`src/rtl/tour_cmd.sv`:
```
// Knight's-tour command initiator: forwards UART commands when idle,
// otherwise plays the solved tour to cmd_proc as vertical/horizontal legs.
module tour_cmd #(
  parameter int NUM_MOVES = 24
) (
  input  logic        clk,
  input  logic        rst_n,
  input  logic        start_tour,
  input  logic [7:0]  move,
  output logic [4:0]  mv_indx,
  input  logic [15:0] cmd_UART,
  input  logic        cmd_rdy_UART,
  output logic [15:0] cmd,
  output logic        cmd_rdy,
  input  logic        clr_cmd_rdy,
  input  logic        send_resp,
  output logic [7:0]  resp
);

  localparam logic [4:0] LAST = 5'(NUM_MOVES - 1);

  typedef enum logic [2:0] {
    IDLE, VERT, WAITV, HORZ, WAITH
  } state_t;

  state_t      r_state;
  logic [15:0] r_cmd;
  logic        r_cmd_rdy;
  logic [4:0]  r_mv_indx;
  logic [15:0] w_vleg;
  logic [15:0] w_hleg;
  logic        w_last;

  // Lowest set bit of the one-hot move selects the leg pair.
  always_comb begin
    w_vleg = 16'h2000;
    w_hleg = 16'h3000;
    priority case (1'b1)
      move[0]: begin w_vleg = 16'h2002; w_hleg = 16'h3BF1; end
      move[1]: begin w_vleg = 16'h2002; w_hleg = 16'h33F1; end
      move[2]: begin w_vleg = 16'h2001; w_hleg = 16'h33F2; end
      move[3]: begin w_vleg = 16'h27F1; w_hleg = 16'h33F2; end
      move[4]: begin w_vleg = 16'h27F2; w_hleg = 16'h33F1; end
      move[5]: begin w_vleg = 16'h27F2; w_hleg = 16'h3BF1; end
      move[6]: begin w_vleg = 16'h27F1; w_hleg = 16'h3BF2; end
      move[7]: begin w_vleg = 16'h2001; w_hleg = 16'h3BF2; end
      default: ;
    endcase
  end

  assign w_last = (r_mv_indx == LAST);

  always_ff @(posedge clk or negedge rst_n) begin
    if (!rst_n) begin
      r_state   <= IDLE;
      r_cmd     <= 16'h0000;
      r_cmd_rdy <= 1'b0;
      r_mv_indx <= 5'd0;
    end else begin
      case (r_state)
        IDLE: begin
          if (start_tour) begin
            r_mv_indx <= 5'd0;
            r_state   <= VERT;
          end
        end
        VERT: begin
          r_cmd <= w_vleg;
          if (clr_cmd_rdy && r_cmd_rdy) begin
            r_cmd_rdy <= 1'b0;
            r_state   <= WAITV;
          end else begin
            r_cmd_rdy <= 1'b1;
          end
        end
        WAITV: begin
          if (send_resp)
            r_state <= HORZ;
        end
        HORZ: begin
          r_cmd <= w_hleg;
          if (clr_cmd_rdy && r_cmd_rdy) begin
            r_cmd_rdy <= 1'b0;
            r_state   <= WAITH;
          end else begin
            r_cmd_rdy <= 1'b1;
          end
        end
        WAITH: begin
          if (send_resp) begin
            if (w_last) begin
              r_state <= IDLE;
            end else begin
              r_mv_indx <= r_mv_indx + 5'd1;
              r_state   <= VERT;
            end
          end
        end
        default: r_state <= IDLE;
      endcase
    end
  end

  assign mv_indx = r_mv_indx;
  assign cmd     = (r_state == IDLE) ? cmd_UART : r_cmd;
  assign cmd_rdy = (r_state == IDLE) ? cmd_rdy_UART : r_cmd_rdy;
  assign resp    = ((r_state == IDLE) || (r_state == WAITH && w_last))
                   ? 8'hA5 : 8'h5A;

endmodule

```
`config.mk`:
```
export PLATFORM = sky130hd
export DESIGN_NAME = tour_cmd
export DESIGN_NICKNAME = d
export VERILOG_FILES = /design/src/rtl/tour_cmd.sv
export SDC_FILE = /design/constraint.sdc
export NUM_CORES = 1
export LEC_CHECK = 0
export ABC_AREA = 0
export CORE_MARGIN = 2
export CORE_UTILIZATION = 39
export CTS_CLUSTER_SIZE = 10
export DETAILED_ROUTE_END_ITERATION = 16
export PLACE_DENSITY = 0.8
export RECOVER_POWER = 100
export SETUP_SLACK_MARGIN = 0.15
export SLEW_MARGIN = 10
export SYNTH_ARGS = -nofsm -noshare
export SYNTH_HDL_FRONTEND = slang
export SYNTH_SLANG_ARGS = --single-unit
```
`constraint.sdc`:
```
create_clock -name clk -period 2 [get_ports clk]
set_input_delay 0.4 -clock clk [delete_from_list [all_inputs] [get_ports clk]]
set_output_delay 0.4 -clock clk [all_outputs]
set_load 0.02 [all_outputs]
```
---- After elaboration in Yosys (flattened, before gate mapping) ----
Index checks and enable logic that the tools add are counted.
Widths: inputs -> output; s select.
operators by class
  $add $sub $neg .......................... 1
  equal/unequal tests ..................... 11
  mux-type cells .......................... 32
  reductions and logical operators ........ 9
operator list
  operator             number
  $mux 16              9
  $mux 12              7
  $pmux 16 s2          1
  $mux 3               5
  $mux 5               3
  $pmux 3 s5           1
  $ne 2x2->1 const B   6
  $pmux 5 s2           1
  $mux 8               1
  $eq 3x2->1 const B   2
  $add 5x1->5 const B  1
  $eq 5x5->1 const B   1
  $reduce_and 5->1     1
  $mux 1               4
  $reduce_and 4->1     1
  $reduce_bool 2->1    2
  $eq 3x1->1 const B   1
  $eq 3x3->1 const B   1
  $logic_not 3->1      1
  $logic_and 1x1->1    2
  $reduce_or 2->1      1
  $logic_or 1x1->1     1
storage, ports and cells
  register bits after elaboration ......... 25
  bits of input ports ..................... 30
  output and inout port bits .............. 30
  word-level logic and storage cells ...... 57

---- Longest topological paths before layout ----
Gate-level depths: netlist of run 1.
  depth in word-level cells ............... 9
  mapped depth ............................ 5

---- Worst setup path before layout of run 1 ----
OpenSTA, ideal clock, no wires.
  path kind ............................... reg-to-output
  start point ............................. reg r_mv_indx[0], in the netlist mv_indx[0]
  end point ............................... out resp[3]
  arrival time ............................ 2.003 ns
  required time ........................... 1.600 ns
  setup slack ............................. -0.403 ns
  cell stages (with the launch flop) ...... 6
  cells stage by stage .................... dfrtp_1 ha_1 nand4b_1 a21oi_1 inv_1 buf_4
between the ends
  cells in the longest elaborated chain, start to end .. 4
ends and longest elaborated chain
  element                 RTL line  text
  from (decl)             29        logic [4:0] r_mv_indx;
  from (signal assigned)  94        r_mv_indx <= r_mv_indx + 5'd1;
  $eq 5x5->1              51        assign w_last = (r_mv_indx == LAST);
  $logic_and 1x1->1       107       assign resp = ((r_state == IDLE) || (r_state == WAITH && w_last))
  $logic_or 1x1->1        107
  $mux 8                  108       ? 8'hA5 : 8'h5A;
  to (decl)               17        output logic [7:0] resp
No other way between the ends.

---- Final worst setup path of run 1 ----
  start point ............................. reg r_state[1]
  end point ............................... out cmd[13]
between the ends
  cells in the longest elaborated chain, start to end .. 2
ends and longest elaborated chain
  element                 RTL line  text
  from (decl)             26        state_t r_state;
  from (signal assigned)  55        r_state <= IDLE;
  from (signal assigned)  64        r_state <= VERT;
  from (signal assigned)  71        r_state <= WAITV;
  $logic_not 3->1         105       assign cmd = (r_state == IDLE) ? cmd_UART : r_cmd;
  $mux 16                 105
  to (decl)               13        output logic [15:0] cmd,
No other way between the ends.

==> impl_metrics.tcl, run 1 <==
set metrics [dict create \
    yosysMostFrequentCell "dfrtp_1" \
    holdCritStartpoint "r_cmd[13]$_DFFE_PN0P_" \
    port_buffers 59 \
    insertion_delay_ns 0.29 \
    r2r_cells 6 \
    fillers 245 \
    p_int_w 0.00137 \
    clk_path_buf_depth 2 \
    syn_to_final_growth_pct 58.8 \
    drt_pass1_iterations 4 \
    slew_viol_final 0 \
    period_needed_ns 2.02 \
    rows 19 \
    drc 0 \
    dp_hpwl_um 2460 \
    hold_slack_ns 0.490 \
    cts_setup_buffers 0 \
    diodes 0 \
    slew_headroom 0.456 \
    p_seq_frac 0.195 \
    status "finished with violations" \
    ant_nets 0 \
    pin_count 60 \
    path_max_fanout 5 \
    clock-sinks 16 \
    synth.avg_cell_area_um2 9.15 \
    dieHeight_um 57.3 \
    post_drt_wl_per_cell_um 14.2 \
    grt_max_degree 17 \
    finalSetupViolations 9 \
    ys.flop_type "dfrtp_1" \
    setup.worst_path.end_class "output port" \
    synth.distinct_cells 44 \
    syn_nets 152 \
    routed_wirelength_um 3070 \
    grt_first_pass_wirelength_um 4950 \
    synth-edff-count 0 \
    final.setup.tns_ns -0.137 \
    clkTransAtPathRegs_ns 0.09 \
    nNetsFinal 217 \
    worst_pin_slew_ns 0.816 \
    cts_root_buf "clkbuf_4" \
    antenna_found_initial 0 \
    peakVddDrop_mv 0.947 \
    yosys-top-cells-area "dfrtp_1 36%, mux2_2 7.1%, nand2_1 5.1%" \
    start_kind "flop" \
    synth-async-reset-ratio 1.00 \
    synth_area_um2 1110 \
    combPwrFrac 0.736 \
    tritoncts "built" \
    p_switching_w 0.00117 \
    p_sw_frac 0.461 \
    vias 1135 \
    grt_setup_unrepaired "true" \
    yosysSeqAreaShare 0.362 \
    finalHoldViolCount 0 \
    synth_top_cell_by_area "dfrtp_1" \
    min_path_cells 1 \
    synth-seq-cells 16 \
    die_area_um2 3280 \
    p_clk_frac 0.069 \
    maxCapViolCount 0 \
    leakage_nw 0.839 \
    grt_pass1_vias 1156 \
    synth_top_area_frac 0.362 \
    fmax_mhz 495 \
    clock-skew-final_ns 0.00407 \
    core_region_area_um2 2730 \
    yosys_warnings 0 \
    ff2ff_setup_slack_ns 0.30 \
    rr_endpoint "r_state[0]$_DFFE_PN0P_" \
    critical_path_class "flop to output port" \
    syn_inst 121 \
    ctsHtreeMaxLevel 1 \
    dieWidth_um 57.3 \
    critPathArrivalTime_ns 1.62 \
    hp-class "flop to flop" \
    drive_gt1_frac 0.314 \
    synthTopCellsByCount "16 x dfrtp_1, 15 x nand2_1, 9 x nor2_1, 7 x mux2_2" \
    required_ns 1.60 \
    track_usage 0.192 \
    cts_buffers 3 \
    drt_iter0_drc 17 \
    violations "negative setup slack" \
    fin_crit_sh 1.01 \
    power_density_nw_per_um2 1450 \
    layout_setup_ws_ns -0.0205 \
    gp_congestion 0.840 \
    initial_core_util 0.405 \
    hold_end "r_cmd[13]$_DFFE_PN0P_" \
    rr_startpoint "mv_indx[0]$_DFFE_PN0P_" \
    grt.overflow.total 0 \
    vias_per_cell 5.25 \
]
layer usage:
metal / vias up / track usage / part of all wire
met4: 0 / 0.0532 / 0.011
met3: 4 / 0.0295 / 0.038
li1: 557 / - / -
met5: - / 0 / 0
met1: 548 / 0.214 / 0.40
met2: 26 / 0.373 / 0.55
registers in the layout, indices dropped and copies added, names as in the netlist:
| name | flops |
|---|---|
| r_state | 3 |
| r_cmd_rdy | 1 |
| mv_indx | 5 |
| r_cmd | 7 |
kinds of logic after synthesis:
group,synth area share
flip-flops,0.362
AND/OR/NAND/NOR,0.271
adder cells (fa/ha/maj),0.0113
XOR/XNOR,0.00791
multiplexers,0.0904
AO/OA/AOI/OAI,0.167
buffers and inverters,0.0904
worst max-delay path by stage:
stage                                       from  endpoint  slack, ns
after floorplan           mv_indx[0]$_DFFE_PN0P_   resp[3]       0.16
after global placement    r_state[0]$_DFFE_PN0P_   cmd_rdy      -0.12
final                     r_state[1]$_DFFE_PN0P_   cmd[13]      -0.02
after detailed placement  r_state[0]$_DFFE_PN0P_   cmd[13]      -0.18
after global routing      r_state[1]$_DFFE_PN0P_    cmd[8]      -0.09
after CTS                 r_state[1]$_DFFE_PN0P_   cmd[13]      -0.04
critical path: stages (launching register included):
cell and delay [ns]:
dfrtp_1 0.40, or2_4 0.30, nor2_8 0.18, mux2_4 0.32
buf_6 0.13
what timing repair did:
item	CTS	global route
setup endpoints to repair	25	26
pin swaps	3	0
hold buffers	0	0
gates resized for setup	132	3
gates cloned	1	0
metrics by stage:
stage,instance area [um2],std cells,setup slack (ns),utilization,power [W]
floorplan,1140,121,0.164,-,0.00170
global placement,1750,211,-0.122,0.641,0.00233
detailed placement,1750,211,-0.180,0.641,0.00238
CTS,1760,216,-0.0436,0.645,0.00256
global route,1760,216,-0.0851,0.643,0.00269
finish,1760,216,-0.0205,0.643,0.00254
placed cells by master (no fill, tap or decap), types with 7 or more instances in the layout:
cell             instances
mux2_4                   7
buf_4                   13
nand2_1                 15
buf_6                   11
clkdlybuf4s50_1         26
nor2_1                   9
dfrtp_1                 14
buf_2                   10
dlygate4sd3_1            7
cell type report:
| type | count | area, um2 | share of cell area |
|---|---|---|---|
| clock buffer | 4 | 26.3 | 0.0149 |
| sequential | 16 | 403 | 0.229 |
| tap | 31 | 38.8 | 0.0221 |
| inverter | 1 | 6.26 | 0.00356 |
| multi-input combinational | 94 | 671 | 0.381 |
| timing repair buffer | 70 | 613 | 0.349 |
power by group through the flow:
stage,logic (W),registers [W],clock network (W)
after floorplan,0.00121,0.000484,0
after global placement,0.00184,0.000489,0
after detailed placement,0.00188,0.000497,0
after CTS,0.00188,0.000497,0.000181
after global routing,0.00199,0.000505,0.000197
final,0.00187,0.000496,0.000174
Note: power is estimated with default switching activity, not from simulation.
==> run 2: changes to the inputs <==
- CAP_MARGIN: default -> 0
- CELL_PAD_IN_SITES_DETAIL_PLACEMENT: default -> 2
- CELL_PAD_IN_SITES_GLOBAL_PLACEMENT: default -> 2
- CORE_UTILIZATION: 39 -> 21
- PLACE_DENSITY: 0.8 -> default
- PLACE_DENSITY_LB_ADDON: default -> 0.1
- REMOVE_ABC_BUFFERS: default -> 1
==> run 2 against run 1 <==
Against the previous run: the run now ends clean; power rose by 15%; global-route usage fell by 3.5 points; wire length rose by 40%; clock power rose by 75%; maximum frequency rose by 1.1%; via count rose by 9.3%; critical path type unchanged; critical endpoint is now cmd_rdy.
==> impl_metrics.tcl, run 2 (same netlist as run 1, synthesis figures left out) <==
set metrics [dict create \
    status "completed" \
    grt_setup_unrepaired "true" \
    pin_count 60 \
    leakage_nw 0.924 \
    setup.worst_path.end_class "output port" \
    tritoncts "built" \
    drt_iter0_drc 27 \
    path_max_fanout 4 \
    maxCapViolCount 0 \
    grt_max_degree 17 \
    drt_pass1_iterations 4 \
    top_register "r_cmd" \
    layout_setup_ws_ns 0.00118 \
    hp-class "flop to flop" \
    insertion_delay_ns 0.25 \
    critical_path_class "flop to output port" \
    syn_to_final_growth_pct 79.1 \
    grt_first_pass_wirelength_um 7400 \
    clock-skew-final_ns 0.00281 \
    total_power_w 0.00293 \
    slew_viol_final 0 \
    hold_slack_ns 0.471 \
    routed_wirelength_um 4300 \
    largest_reg_flops 7 \
    power_density_nw_per_um2 1480 \
    ant_nets 0 \
    track_usage 0.156 \
    period_needed_ns 2.00 \
    slew_headroom 0.376 \
    die_area_um2 5870 \
    grt_pass1_vias 1347 \
    finalSetupViolations 0 \
    clkTransAtPathRegs_ns 0.07 \
    initial_core_util 0.217 \
    cts_buffers 3 \
    fin_crit_sh 0.999 \
    core_region_area_um2 5110 \
    dp_hpwl_um 3110 \
    clock-sinks 16 \
    post_drt_wl_per_cell_um 16.2 \
    ctsHtreeMaxLevel 1 \
    final_common_cell "clkdlybuf4s50_1" \
    vias 1241 \
    dp_worst_setup_slack_ns -0.242 \
    clk_path_buf_depth 2 \
    drc 0 \
    slowest_delay_ns 0.38 \
    grt.overflow.total 0 \
    nNetsFinal 228 \
    start_kind "flop" \
    worst_pin_slew_ns 0.936 \
    cts_root_buf "clkbuf_8" \
    diodes 0 \
    finalHoldViolCount 0 \
    cp_cell_sequence "or2_4 -> nor2_4 -> mux2_4 -> buf_6" \
    path_delay_family "simple AND/OR/NAND/NOR gates" \
    fmax_mhz 500 \
    vias_per_cell 4.67 \
    final_cell_mix "32 x clkdlybuf4s50_1, 21 x buf_6, 18 x buf_4, 16 x dfrtp_1, 14 x nand2_1" \
    path_buf_inv 1 \
    peakVddDrop_mv 0.615 \
    port_buffers 59 \
    critPathArrivalTime_ns 1.60 \
    slowest_stage "dfrtp_1" \
    rows 26 \
    fin_util 0.388 \
    required_ns 1.60 \
    dieWidth_um 76.6 \
    gp_congestion 0.707 \
    drive_gt1_frac 0.378 \
    dieHeight_um 76.6 \
    antenna_found_initial 0 \
]
-- run 2: changes by cell type in the layout (fill, tap and decap cells not counted), sizes merged --
| cell | change |
|---|---|
| buf | +11 |
| dlygate4sd3 | -6 |
| clkdlybuf4s50 | +6 |
-- run 2: per-layer routing --
metal / vias up / track usage / wire (um)
met5: - / 0 / 0
met4: 0 / 0.0327 / 23
met3: 2 / 0.0284 / 158
met2: 37 / 0.268 / 2140
met1: 619 / 0.205 / 1980
li1: 583 / - / -
-- run 2: path summary, 6_finish.rpt --
path / from / to / slack, ns / cells past startpoint
worst max-delay path: r_state[1]$_DFFE_PN0P_ / cmd_rdy / 0.001 / 4
worst min-delay path: r_cmd[13]$_DFFE_PN0P_ / r_cmd[13]$_DFFE_PN0P_ / 0.47 / 1
worst max register to register: r_state[1]$_DFFE_PN0P_ / r_cmd[1]$_DFFE_PN0P_ / 0.19 / 6
worst min register to register: r_cmd[13]$_DFFE_PN0P_ / r_cmd[13]$_DFFE_PN0P_ / 0.47 / 1
max in group asynchronous: rst_n / r_cmd[11]$_DFFE_PN0P_ / 0.63 / 2
min in group asynchronous: rst_n / r_cmd[1]$_DFFE_PN0P_ / 0.80 / 2
-- run 2: cell type report --
type	instances	area (um2)
Tap cell	70	87.6
Multi-Input combinational cell	94	688
Clock buffer	4	55.1
Fill cell	562	3120
Inverter	1	8.76
Sequential cell	16	400
Timing Repair Buffer	81	743
-- run 2: where the power goes --
part           switching [W]  internal [W]
Clock               0.000129      0.000175
Sequential         0.0000687      0.000421
Combinational        0.00112       0.00102
-- run 2: repair_timing --
action	4_1_cts	5_1_grt
resized for setup	157	7
hold buffers	0	0
buffers inserted	3	3
setup endpoints to repair	25	29
gates cloned	2	0
pin swaps	8	1
-- run 2: per-stage QoR --
step / area, um2 / TNS (ns) / instances
global placement: 1800 / -3.47 / 254
CTS: 1950 / -0.0977 / 263
detailed placement: 1800 / -4.48 / 254
floorplan: 1010 / -8.07 / 110
finish: 1980 / 0 / 266
global route: 1980 / -0.477 / 266
-- run 2: worst reg2reg max path, cell delays in order (launching register included) --
cell      delay [ns]
dfrtp_1         0.35
buf_4           0.11
buf_4           0.09
clkbuf_1        0.38
nand3b_1        0.32
or3_1           0.43
nand2_1         0.07
==> run 3: changes to the inputs <==
- CAP_MARGIN: 0 -> 20
- CTS_CLUSTER_SIZE: 10 -> default
- PLACE_DENSITY: default -> 0.77
- PLACE_DENSITY_LB_ADDON: 0.1 -> default
==> run 3 against run 2 <==
Against the previous run: first-iteration DRC count grew 33%; wire length grew 0.19%; sequential cell count is the same; sequential share of layout area grew 0.52 points; global-route usage shrank 0.11 points; critical path depth grew 1; critical endpoint is now cmd[13]; utilization shrank 0.98 points; final cell count shrank 0.75%; via count shrank 1.0%; worst setup slack gained 0.0075 ns; clock skew shrank 0.0024 ns.
==> impl_metrics.tcl, run 3 (same netlist as run 1, synthesis figures left out) <==
set metrics [dict create \
    hp-class "flop to flop" \
    initial_core_util 0.217 \
    diodes 0 \
    post_drt_wl_per_cell_um 16.3 \
    ctsHtreeMaxLevel 1 \
    slowest_delay_ns 0.38 \
    routed_wirelength_um 4310 \
    cts_root_buf "clkbuf_8" \
    clk_path_buf_depth 2 \
    tritoncts "built" \
    fin_crit_sh 0.996 \
    setup.worst_path.end_class "output port" \
    fin_area_um2 1930 \
    peakVddDrop_mv 0.523 \
    critPathArrivalTime_ns 1.59 \
    finalHoldViolCount 0 \
    syn_to_final_growth_pct 74.6 \
    slew_viol_final 0 \
    drt_iter0_drc 36 \
    dp_hpwl_um 3420 \
    drive_gt1_frac 0.345 \
    hold_buffers 0 \
    drc 0 \
    cp_cell_sequence "or2_4 -> nor2_8 -> buf_6 -> mux2_4 -> buf_6" \
    grt.met2_usage 0.280 \
    slowest_stage "dfrtp_1" \
    status "completed" \
    power_density_nw_per_um2 1490 \
    worst_pin_slew_ns 0.956 \
    path_max_fanout 4 \
    vias_per_cell 4.65 \
    top_register "r_cmd" \
    clock-sinks 16 \
    path_delay_family "simple AND/OR/NAND/NOR gates" \
    fillers 584 \
    ant_nets 0 \
    final.setup.tns_ns 0 \
    multi_input_area_um2 659 \
    port_buffers 59 \
    nNetsFinal 227 \
    critical_path.most_common_cell "buf_6" \
    fmax_mhz 502 \
    placed_cells 254 \
    fin_cells 264 \
    grt_pass1_vias 1393 \
    clkTransAtPathRegs_ns 0.06 \
    dieHeight_um 76.6 \
    period_needed_ns 1.99 \
    grt.overflow.total 0 \
    largest_reg_flops 7 \
    grt_setup_unrepaired "true" \
    use_met1 0.183 \
    dieWidth_um 76.6 \
    dpl_cell_area_um2 1800 \
    use_met3 0.0320 \
    ff_latch_area_um2 400 \
    cts_buffers 3 \
    core_region_area_um2 5110 \
    vias 1228 \
    antenna_found_initial 0 \
    finalSetupViolations 0 \
    slew_headroom 0.363 \
    drt_pass1_iterations 4 \
    pin_count 60 \
    path_buf_inv 2 \
    hold_slack_ns 0.475 \
    maxCapViolCount 0 \
    grt_max_degree 17 \
    required_ns 1.60 \
    top_usage_layer "met2" \
    insertion_delay_ns 0.25 \
    final_cell_mix "27 x clkdlybuf4s50_1, 25 x buf_4, 17 x buf_6, 16 x dfrtp_1, 15 x nand2_1" \
    leakage_nw 0.925 \
    track_usage 0.155 \
    fin_util 0.378 \
    final_common_cell "clkdlybuf4s50_1" \
    grt_first_pass_wirelength_um 7270 \
    critical_path_class "flop to output port" \
    rows 26 \
    die_area_um2 5870 \
    gp_congestion 0.732 \
    clock-skew-final_ns 0.000390 \
    start_kind "flop" \
]
run 3: changes by cell type in the layout (fill, tap and decap cells not counted), moves of 2 or more:
cell	previous run	this run
buf_4	18	25
buf_2	6	0
dlygate4sd3_1	1	7
clkdlybuf4s50_1	32	27
buf_6	21	17
clkbuf_2	0	2
run 3: final cells by class:
type	instances	share of cell area
clock buffers	3	0.0214
inverters	1	0.00194
multi-input cells	93	0.341
flip-flops and latches	16	0.207
well taps	70	0.0453
repair buffers	81	0.383
run 3: final timing paths:
| kind | start | end | slack [ns] | cells past startpoint |
|---|---|---|---|---|
| setup / recovery | r_state[0]$_DFFE_PN0P_ | cmd[13] | 0.009 | 5 |
| hold / removal | r_cmd[13]$_DFFE_PN0P_ | r_cmd[13]$_DFFE_PN0P_ | 0.48 | 1 |
| setup reg to reg | mv_indx[0]$_DFFE_PN0P_ | r_state[0]$_DFFE_PN0P_ | 0.19 | 6 |
| hold reg to reg | r_cmd[13]$_DFFE_PN0P_ | r_cmd[13]$_DFFE_PN0P_ | 0.48 | 1 |
| max in group asynchronous | rst_n | r_cmd_rdy$_DFFE_PN0P_ | 0.61 | 2 |
| min in group asynchronous | rst_n | r_cmd[11]$_DFFE_PN0P_ | 0.81 | 2 |
run 3: worst register-to-register path: cells and delay by family, from the launching register on:
kind	cells	cell delay, ns
AOI/OAI and AO/OA	2	0.57
adders and majority gates	1	0.20
buffers and inverters	1	0.21
DFF	1	0.39
and+or+nand+nor	2	0.31
run 3: repair_timing:
item,4_1_cts,5_1_grt
buffers inserted,5,2
endpoints found under the setup margin,25,25
cloned,0,0
pin swaps,2,3
resized for setup,156,3
run 3: per-stage QoR:
step | worst slack [ns] | total power (W)
2_1_floorplan | -1.41 | 0.00148
3_3_place_gp | -0.189 | 0.00234
3_5_place_dp | -0.251 | 0.00243
4_1_cts | -0.0123 | 0.00292
5_1_grt | -0.0498 | 0.00307
6_report | 0.00864 | 0.00288
run 3: report_power, final:
part	leakage, nW	total [W]	switching, W	internal (W)
logic	0.700	0.00215	0.00109	0.00106
clock network	0.0216	0.000248	0.000114	0.000134
registers	0.203	0.000486	0.0000645	0.000422
total	0.925	0.00288	0.00127	0.00161
run 3: per-layer routing:
| metal | up-vias | part of all wire | wire length [um] |
|---|---|---|---|
| li1 | 574 | - | - |
| met1 | 597 | 0.43 | 1850 |
| met2 | 52 | 0.50 | 2160 |
| met3 | 5 | 0.056 | 243 |
| met4 | 0 | 0.013 | 54 |
| met5 | - | 0 | 0 |
